### src/rtl/lc3_pkg.sv
// lc3_pkg: opcodes and control-word encodings shared by the decode stage and its agents
package lc3_pkg;
    localparam logic [3:0] OP_BR  = 4'b0000, OP_ADD = 4'b0001, OP_LD  = 4'b0010, OP_ST  = 4'b0011;
    localparam logic [3:0] OP_AND = 4'b0101, OP_LDR = 4'b0110, OP_STR = 4'b0111, OP_NOT = 4'b1001;
    localparam logic [3:0] OP_LDI = 4'b1010, OP_STI = 4'b1011, OP_JMP = 4'b1100, OP_LEA = 4'b1110;
    typedef enum logic [1:0] {ALU_ADD = 2'b00, ALU_AND = 2'b01, ALU_NOT = 2'b10} alu_e;
    typedef enum logic [1:0] {PCS1_OFF11 = 2'b00, PCS1_OFF9 = 2'b01, PCS1_OFF6 = 2'b10, PCS1_ZERO = 2'b11} pcs1_e;
    typedef enum logic [1:0] {W_ALU = 2'b00, W_LEA = 2'b01, W_MEM = 2'b10} wsel_e;
    typedef struct packed {
        alu_e  alu;
        pcs1_e pcs1;
        logic  pcs2;
        logic  op2;
    } e_ctrl_t;
endpackage

### src/rtl/lc3_decode_ctrl.sv
// lc3_decode_ctrl: combinational opcode to execute/writeback/memory control words
module lc3_decode_ctrl
    import lc3_pkg::*;
(
    input  logic [3:0] op_i,
    input  logic       imm_i,
    output logic [5:0] e_o,
    output logic [1:0] w_o,
    output logic       m_o
);
    e_ctrl_t e;
    wsel_e   w;
    always_comb begin
        e = '0;
        w = W_ALU;
        case (op_i)
            OP_ADD: begin e.alu = ALU_ADD; e.op2 = ~imm_i; end
            OP_AND: begin e.alu = ALU_AND; e.op2 = ~imm_i; end
            OP_NOT: begin e.alu = ALU_NOT; e.op2 = 1'b1; end
            OP_BR, OP_LD, OP_ST, OP_LDI, OP_STI, OP_LEA: begin e.pcs1 = PCS1_OFF9; e.pcs2 = 1'b1; end
            OP_LDR, OP_STR: e.pcs1 = PCS1_OFF6;
            OP_JMP: e.pcs1 = PCS1_ZERO;
            default: ;
        endcase
        w = (op_i == OP_LD || op_i == OP_LDI || op_i == OP_LDR) ? W_MEM : (op_i == OP_LEA) ? W_LEA : W_ALU;
    end
    assign e_o = e;
    assign w_o = w;
    assign m_o = (op_i == OP_LDI) || (op_i == OP_STI);
endmodule

### src/rtl/lc3_decode_stage.sv
// lc3_decode_stage: registers IR, next-PC and decoded controls; holds everything while enable_decode is low
module lc3_decode_stage
    import lc3_pkg::*;
#(
    parameter int INSTR_W = 16
) (
    input  logic               clock,
    input  logic               reset,
    input  logic               enable_decode,
    input  logic [INSTR_W-1:0] dout,
    input  logic [INSTR_W-1:0] npc_in,
    output logic [INSTR_W-1:0] IR,
    output logic [INSTR_W-1:0] npc_out,
    output logic [5:0]         E_control,
    output logic [1:0]         W_control,
    output logic               Mem_control
);
    if (INSTR_W != 16) begin : g_bad_width
        $error("lc3_decode_stage: INSTR_W must be 16");
    end
    logic [INSTR_W-1:0] ir_q, ir_d, npc_q, npc_d;
    logic [5:0] e_q, e_d, e_dec;
    logic [1:0] w_q, w_d, w_dec;
    logic       m_q, m_d, m_dec;
    lc3_decode_ctrl u_ctrl (
        .op_i (dout[INSTR_W-1 -: 4]),
        .imm_i(dout[5]),
        .e_o  (e_dec),
        .w_o  (w_dec),
        .m_o  (m_dec)
    );
    // a known-low enable selects the held value, so X on dout never reaches the flops
    always_comb begin
        ir_d  = enable_decode ? dout   : ir_q;
        npc_d = enable_decode ? npc_in : npc_q;
        e_d   = enable_decode ? e_dec  : e_q;
        w_d   = enable_decode ? w_dec  : w_q;
        m_d   = enable_decode ? m_dec  : m_q;
    end
    always_ff @(posedge clock) begin
        if (reset) begin
            ir_q  <= '0;
            npc_q <= '0;
            e_q   <= '0;
            w_q   <= '0;
            m_q   <= 1'b0;
        end else begin
            ir_q  <= ir_d;
            npc_q <= npc_d;
            e_q   <= e_d;
            w_q   <= w_d;
            m_q   <= m_d;
        end
    end
    assign IR          = ir_q;
    assign npc_out     = npc_q;
    assign E_control   = e_q;
    assign W_control   = w_q;
    assign Mem_control = m_q;
endmodule
### config.mk
export PLATFORM = sky130hd
export DESIGN_NAME = lc3_decode_stage
export DESIGN_NICKNAME = d
export VERILOG_FILES = /design/src/rtl/lc3_pkg.sv /design/src/rtl/lc3_decode_ctrl.sv /design/src/rtl/lc3_decode_stage.sv
export SDC_FILE = /design/constraint.sdc
export NUM_CORES = 1
export LEC_CHECK = 0
export CAP_MARGIN = 20
export CORE_MARGIN = 4
export CORE_UTILIZATION = 42
export CTS_BUF_LIST = sky130_fd_sc_hd__clkbuf_4 sky130_fd_sc_hd__clkbuf_8 sky130_fd_sc_hd__clkbuf_16
export DETAILED_ROUTE_END_ITERATION = 10
export PLACE_DENSITY_LB_ADDON = 0.3
export SLEW_MARGIN = 20
export SYNTH_ARGS = -nofsm -noshare
export SYNTH_HDL_FRONTEND = slang
export SYNTH_SLANG_ARGS = --single-unit
export TNS_END_PERCENT = 5
### constraint.sdc
create_clock -name clock -period 2.6 [get_ports clock]
set_input_delay 0.78 -clock clock [delete_from_list [all_inputs] [get_ports clock]]
set_output_delay 0.78 -clock clock [all_outputs]
set_load 0.005 [all_outputs]
-- Yosys cells after proc, flatten, opt, wreduce, memory -nomap -nowiden
Index checks and enable logic that the tools add are counted.
- equality and inequality tests: 11
- mux-type cells: 6
- bitwise operators: 1
- reduce and logical (&&, ||, !) cells: 7
- operator list (cell ; count):
    $eq A4 B4 Y1 const B ; 5
    $eq A4 B3 Y1 const B ; 3
    $eq A4 B2 Y1 const B ; 2
    $pmux W2 S3 ; 1
    $reduce_or A6 Y1 ; 1
    $eq A4 B1 Y1 const B ; 1
    $logic_not A4 Y1 ; 1
    $pmux W2 S2 ; 1
    $reduce_or A2 Y1 ; 2
    $logic_or A1 B1 Y1 ; 3
    $mux W1 ; 2
    $mux W2 ; 1
    $pmux W1 S2 ; 1
    $not A1 Y1 ; 1
- bits in registers: 41
- input bits: 35
- logic and storage cells: 30

-- Longest topological paths before layout
Gate-level depths: netlist of the first run.
- word-level depth: 4
- gate-level depth with buffers: 4
- mapped depth without buffers: 3

-- Modules after synthesis
From an unflattened synthesis of the first run, not the netlist that was laid out.
- cells, all modules: 154
- area total of the unflattened synthesis: 1641.6 µm²
- modules (own cells, without submodules) (module ; times used ; cells an instance ; area each (µm²)):
    lc3_decode_stage ; 1 ; 133 ; 1507.7
    lc3_decode_ctrl ; 1 ; 21 ; 133.9

-- Worst setup path before layout of the first run
OpenSTA, ideal clock, no wires.
- path type: input -> register
- start: input enable_decode
- end: register e_q[4], in the netlist E_control[4]
- data arrival time: 1.362 ns
- setup slack: 1.111 ns
- cell stages on the path: 4
- buffers on the path: 1
- cells stage by stage: buf_4 > and3b_2 > a32oi_1 > nor2_1
- RTL lines (what ; line ; text):
    from (decl) ; lc3_decode_stage.sv:9 ; input logic enable_decode,
    to (signal assigned) ; lc3_decode_stage.sv:44 ; e_q <= '0;
    to (signal assigned) ; lc3_decode_stage.sv:50 ; e_q <= e_d;
    to (decl) ; lc3_decode_stage.sv:22 ; logic [5:0] e_q, e_d, e_dec;

-- Worst setup path in the final report of the first run
- start: register e_q[0], in the netlist E_control[0]
- end: output E_control[0]
- RTL lines (what ; line ; text):
    to (decl) ; lc3_decode_stage.sv:14 ; output logic [5:0] E_control,
No word-level cell between the ends.

==> reports/metrics.yaml, run 1 <==
synth_top_area_share_pct: 53.4
cts_made_buffers: 5
drive_above_1_share_pct: 5.75
overflow: 0
grt_pass1_vias: 1267
path_class: "reg2out"
outcome: "completed"
diodes: 0
slowest_delay_ns: 0.53
arrival_ns: 1.17
path_cells: "clkdlybuf4s50_1"
drt_iter0_markers: 52
first_pass_iters: 4
yosysTopAreaCell: "dfxtp_1"
ys_warn_count: 0
area_delta_synth_final_pct: 55.3
die_h_um: 68.5
rsz0062_at_grt: "false"
cts_tree: "yes"
syn_area_um2: 1540
cp-end-kind: "output pin"
fill_cells: 276
core-area_um2: 3440
clk_path_buf_depth: 2
syn_nets: 186
ys_ff_latch: 41
maxCapViolations: 0
slowest_stage: "clkdlybuf4s50_1"
clk_pin_slew_ns: 0.07
synth.yosys.seq_area_share_pct: 53.4
port_buffers: 75
start_util_pct: 44.7
p_leak_nw: 1.00
synthCells: 151
tightestPinTransition_ns: 0.388
ant_nets: 0
setup.worst_path.start_class: "flip-flop"
max_freq_ghz: 0.514
wl_per_cell_um: 14.0
placed_cells: 264
core.rowCount: 21
finalHoldViolations: 0
dp_hpwl_um: 2850
vias_per_cell: 4.71
cts_resized: 0
regArea_um2: 821
cts_root_buf: "clkbuf_8"
die_w_um: 68.5
cts_setup_buffers: 0
slew_violations: 0
clock-sinks: 41
synth_area_leaders: "dfxtp_1 (53%), mux2i_1 (21%), nor2_1 (9.3%)"
wirelength_um: 3800
cp_max_fo: 2
slew_headroom_pct: 74.1
crit_required_ns: 1.82
dieArea_um2: 4690
worst_skew_pair.late_latency_ns: 0.28
grt_max_degree: 42
h-tree-depth: 2
cp_top_family: "buffers and inverters"
multi_input_area_um2: 631
grt_usage_pct: 16.7
gp_congestion: 0.738
synth.distinct_cells: 22
min_period_over_period_pct: 74.9
drc_errors: 0
period_minus_slack_ns: 1.95
nets: 260
syn_avg_cell_area_um2: 10.2
fin_setup_tns_ns: 0
p_per_area_nw_per_um2: 550
antenna_found_initial: 0
critPathBufInv: 1
num_vias: 1282
ios: 76
ir_worst_vdd_mv: 0.350
utilization_pct: 69.4
ctsHoldBuffers: 0
setup_viol: 0
fin_cells: 272
clock_skew_ns: 0
grt_pass1_wl_um: 5780
hold_class: "reg2reg"
cell families after synthesis:
group	share of synthesized area, %
AOI/OAI and AO/OA	5.05
buffers and inverters	5.61
DFF	53.4
muxes	21.5
and+or+nand+nor	14.5
cells in the final DEF, fill, tap and decap left out, drive strengths merged:
| cell type | Yosys | final |
|---|---|---|
| a211oi | 1 | 1 |
| a21oi | 3 | 3 |
| a22oi | 1 | 1 |
| a311oi | 2 | 2 |
| a32oi | 2 | 2 |
| and2b | 2 | 2 |
| and3b | 1 | 1 |
| buf | 7 | 4 |
| clkbuf | 4 | 8 |
| clkdlybuf4s50 | 0 | 74 |
| dfxtp | 41 | 41 |
| inv | 2 | 2 |
| mux2i | 33 | 33 |
| nand2 | 7 | 7 |
| nand2b | 1 | 1 |
| nand3 | 2 | 2 |
| nand4 | 1 | 1 |
| nor2 | 38 | 38 |
| nor2b | 1 | 1 |
| o21ai | 1 | 1 |
| o21bai | 1 | 1 |
power breakdown:
part	internal (mW)	total (mW)	leakage (nW)	switching (mW)
logic	0.140	0.219	0.617	0.0797
registers	0.662	0.680	0.338	0.0171
clock network	0.222	0.416	0.0498	0.194
total	1.02	1.31	1.00	0.291
state kept, by name, indices dropped and copies added, names as in the netlist:
signal,count
IR,16
npc_out,16
E_control,6
Mem_control,1
W_control,2
Yosys cell counts:
cell type,number
a32oi_1,2
nand2_1,7
inv_1,2
a21oi_1,3
nor2_1,38
nand4_1,1
nand2b_1,1
o21ai_0,1
buf_6,4
a211oi_1,1
clkbuf_1,4
mux2i_1,33
dfxtp_1,41
a22oi_1,1
and3b_2,1
buf_4,2
buf_1,1
o21bai_1,1
nand3_1,2
and2b_1,2
nor2b_1,1
a311oi_1,2
path summary, 6_finish.rpt:
path | cells past startpoint | slack (ns) | endpoint | start
max | 1 | 0.65 | E_control[0] | E_control[0]$_SDFFE_PP0P_
min | 2 | 0.48 | W_control[0]$_SDFFE_PP0P_ | W_control[0]$_SDFFE_PP0P_
max reg2reg | 2 | 1.86 | E_control[2]$_SDFFE_PP0P_ | E_control[2]$_SDFFE_PP0P_
min reg2reg | 2 | 0.48 | W_control[0]$_SDFFE_PP0P_ | W_control[0]$_SDFFE_PP0P_
stage by stage:
step           hold WS (ns)  worst slack, ns  power, mW  cell area (µm²)
3_3_place_gp          0.454            0.638      0.905             2300
3_5_place_dp          0.457            0.531      0.915             2300
2_1_floorplan         0.457             1.11      0.781             1540
5_1_grt               0.493            0.610       1.37             2390
4_1_cts               0.479            0.640       1.33             2390
6_report              0.481            0.653       1.31             2390
final cells by class:
type                       instances  share of cell area (%)
clock buffer                       8                    3.82
inverter                           2                   0.314
multi-input combinational         97                    26.4
sequential                        41                    34.4
tap                               46                    2.41
timing repair buffer              78                    32.7
worst reg2reg max path, stage by stage, from the launching register on:
cell and delay (ns):
dfxtp_1 0.33, nor2_1 0.05, a311oi_1 0.26
layer usage:
layer | vias up | GRT usage, % | routed length (µm)
li1 | 650 | - | -
met1 | 577 | 17.1 | 1450
met2 | 50 | 30.3 | 1960
met3 | 5 | 6.97 | 337
met4 | 0 | 5.96 | 46
met5 | - | 0 | 0
Power figures use the tool's default switching activity.
==> run 2, diff against run 1 <==
Settings changed: CORE_UTILIZATION 42 to 36.
Clock period 2.6 ns to 1.7 ns, I/O delays scaled along.
==> reports/metrics.yaml, run 2 (synthesized netlist as in run 1, its figures left out) <==
tightestPinTransition_ns: 0.323  # -0.0652 ns
reg2regPathDepth: 2  # unchanged
hold_ws_ns: 0.467  # -0.0139 ns
grt_pass1_wl_um: 5860  # +1.4%
core-area_um2: 4060  # +18%
p_leak_nw: 1.12  # +12%
slew_headroom_pct: 78.5  # +4.3 points
ir_worst_vdd_mv: 0.457  # +30%
rrSetupSlack_ns: 1.02  # -0.84 ns
cp_top_family: "buffers and inverters"
port_buffers: 75  # unchanged
setup_viol: 0  # unchanged
hold_path_startpoint: "W_control[1]$_SDFFE_PP0P_"
final_common_cell: "clkdlybuf4s50_1"
r2r-start: "E_control[3]$_SDFFE_PP0P_"
clk_pin_slew_ns: 0.07  # about the same
antenna_found_initial: 0  # unchanged
h-tree-depth: 2  # unchanged
vias_per_cell: 4.55  # -3.4%
placed_cells: 271  # +2.7%
diodes: 0  # unchanged
wl_per_cell_um: 12.8  # -8.3%
clock_skew_ns: 0  # unchanged
path_class: "reg2out"
gp_congestion: 0.820  # +11%
outcome: "completed"
maxCapViolations: 0  # unchanged
drt_iter0_markers: 30  # -42%
layout_common_cells: "clkdlybuf4s50_1 (68), dfxtp_1 (41), nor2_1 (38)"
drive_above_1_share_pct: 6.99  # +1.2 points
ant_nets: 0  # unchanged
grt_usage_pct: 14.1  # -2.7 points
slowest_delay_ns: 0.53  # about the same
hold_class: "reg2reg"
crit_required_ns: 1.19  # -0.63 ns
num_vias: 1270  # -0.94%
dieArea_um2: 5380  # +15%
wirelength_um: 3570  # -5.9%
die_h_um: 73.4  # +7.1%
slew_violations: 0  # unchanged
core.rowCount: 23  # +9.5%
cts_made_buffers: 5  # unchanged
arrival_ns: 1.14  # -0.03 ns
cp-end-kind: "output pin"
grt_max_degree: 30  # -29%
ios: 76  # unchanged
rr_endpoint: "E_control[3]$_SDFFE_PP0P_"
finalHoldViolations: 0  # unchanged
ctsHoldBuffers: 0  # unchanged
rsz0062_at_grt: "false"
worst_skew_pair.late_latency_ns: 0.28  # about the same
clk_path_buf_depth: 2  # unchanged
first_pass_iters: 4  # unchanged
cts_root_buf: "clkbuf_8"
drc_errors: 0  # unchanged
clock-sinks: 41  # unchanged
fin_cells: 279  # +2.6%
p_per_area_nw_per_um2: 822  # +49%
nets: 263  # +1.2%
cp_max_fo: 2  # unchanged
cts_tree: "yes"
period_minus_slack_ns: 1.65
slowest_stage: "clkdlybuf4s50_1"
critPathBufInv: 1  # unchanged
grt_pass1_vias: 1223  # -3.5%
max_freq_ghz: 0.607
die_w_um: 73.4  # +7.1%
setup.worst_path.start_class: "flip-flop"
start_util_pct: 37.9  # -6.8 points
area_delta_synth_final_pct: 59.7
overflow: 0  # unchanged
holdPathStages: 2  # unchanged
path_cells: "clkdlybuf4s50_1"
min_to: "W_control[1]$_SDFFE_PP0P_"
dp_hpwl_um: 2680  # -5.7%
min_period_over_period_pct: 97.0
[run 2: changes by cell type in the layout (fill, tap and decap cells not counted)]
| cell | before | now |
|---|---|---|
| clkdlybuf4s50_1 | 74 | 68 |
| dlymetal6s2s_1 | 0 | 6 |
| buf_12 | 1 | 3 |
| buf_4 | 2 | 3 |
[run 2: routing by layer]
layer	share of wire, %	up-vias	GRT usage, %
li1	-	657	-
met4	1.2	0	4.23
met5	0	-	0
met1	42	552	16.2
met3	13	6	9.17
met2	44	55	21.4
[run 2: worst max-delay path by stage]
| stage | from | endpoint | slack, ns | cells after the start |
|---|---|---|---|---|
| finish | IR[15]$_SDFFE_PP0P_ | IR[15] | 0.05 | 1 |
| global route | IR[13]$_SDFFE_PP0P_ | IR[13] | 0.0006 | 1 |
| CTS | IR[12]$_SDFFE_PP0P_ | IR[12] | 0.01 | 1 |
| detailed placement | dout[15] | E_control[2]$_SDFFE_PP0P_ | -0.02 | 4 |
| global placement | dout[15] | E_control[2]$_SDFFE_PP0P_ | 0.02 | 4 |
| floorplan | enable_decode | E_control[4]$_SDFFE_PP0P_ | 0.48 | 4 |
[run 2: area by class of cell]
class | count | area [µm²]
inverter | 2 | 7.51
sequential | 41 | 821
clock buffer | 8 | 91.3
multi-input combinational | 97 | 631
timing repair buffer | 81 | 843
fill | 342 | 1600
tap | 50 | 62.6
[run 2: through the flow]
step	utilization, %	setup slack, ns	power (mW)	area (µm²)	setup TNS, ns
after floorplan	-	0.481	1.19	1540	0
after global placement	57.9	0.0241	1.41	2350	0
after detailed placement	57.9	-0.0151	1.41	2350	-0.0151
after CTS	60.2	0.0145	2.06	2440	0
after global routing	60.5	0.000640	2.13	2460	0
final	60.5	0.0512	2.02	2460	0
[run 2: timing repair]
action	in CTS	in global routing
setup endpoints to repair	0	6
setup buffers	0	0
resized for setup	0	6
hold endpoints to repair	0	0
[run 2: power breakdown]
| group | internal, mW | leakage [nW] | switching (mW) |
|---|---|---|---|
| clock network | 0.339 | 0.0498 | 0.300 |
| logic | 0.221 | 0.735 | 0.121 |
| registers | 1.01 | 0.338 | 0.0242 |
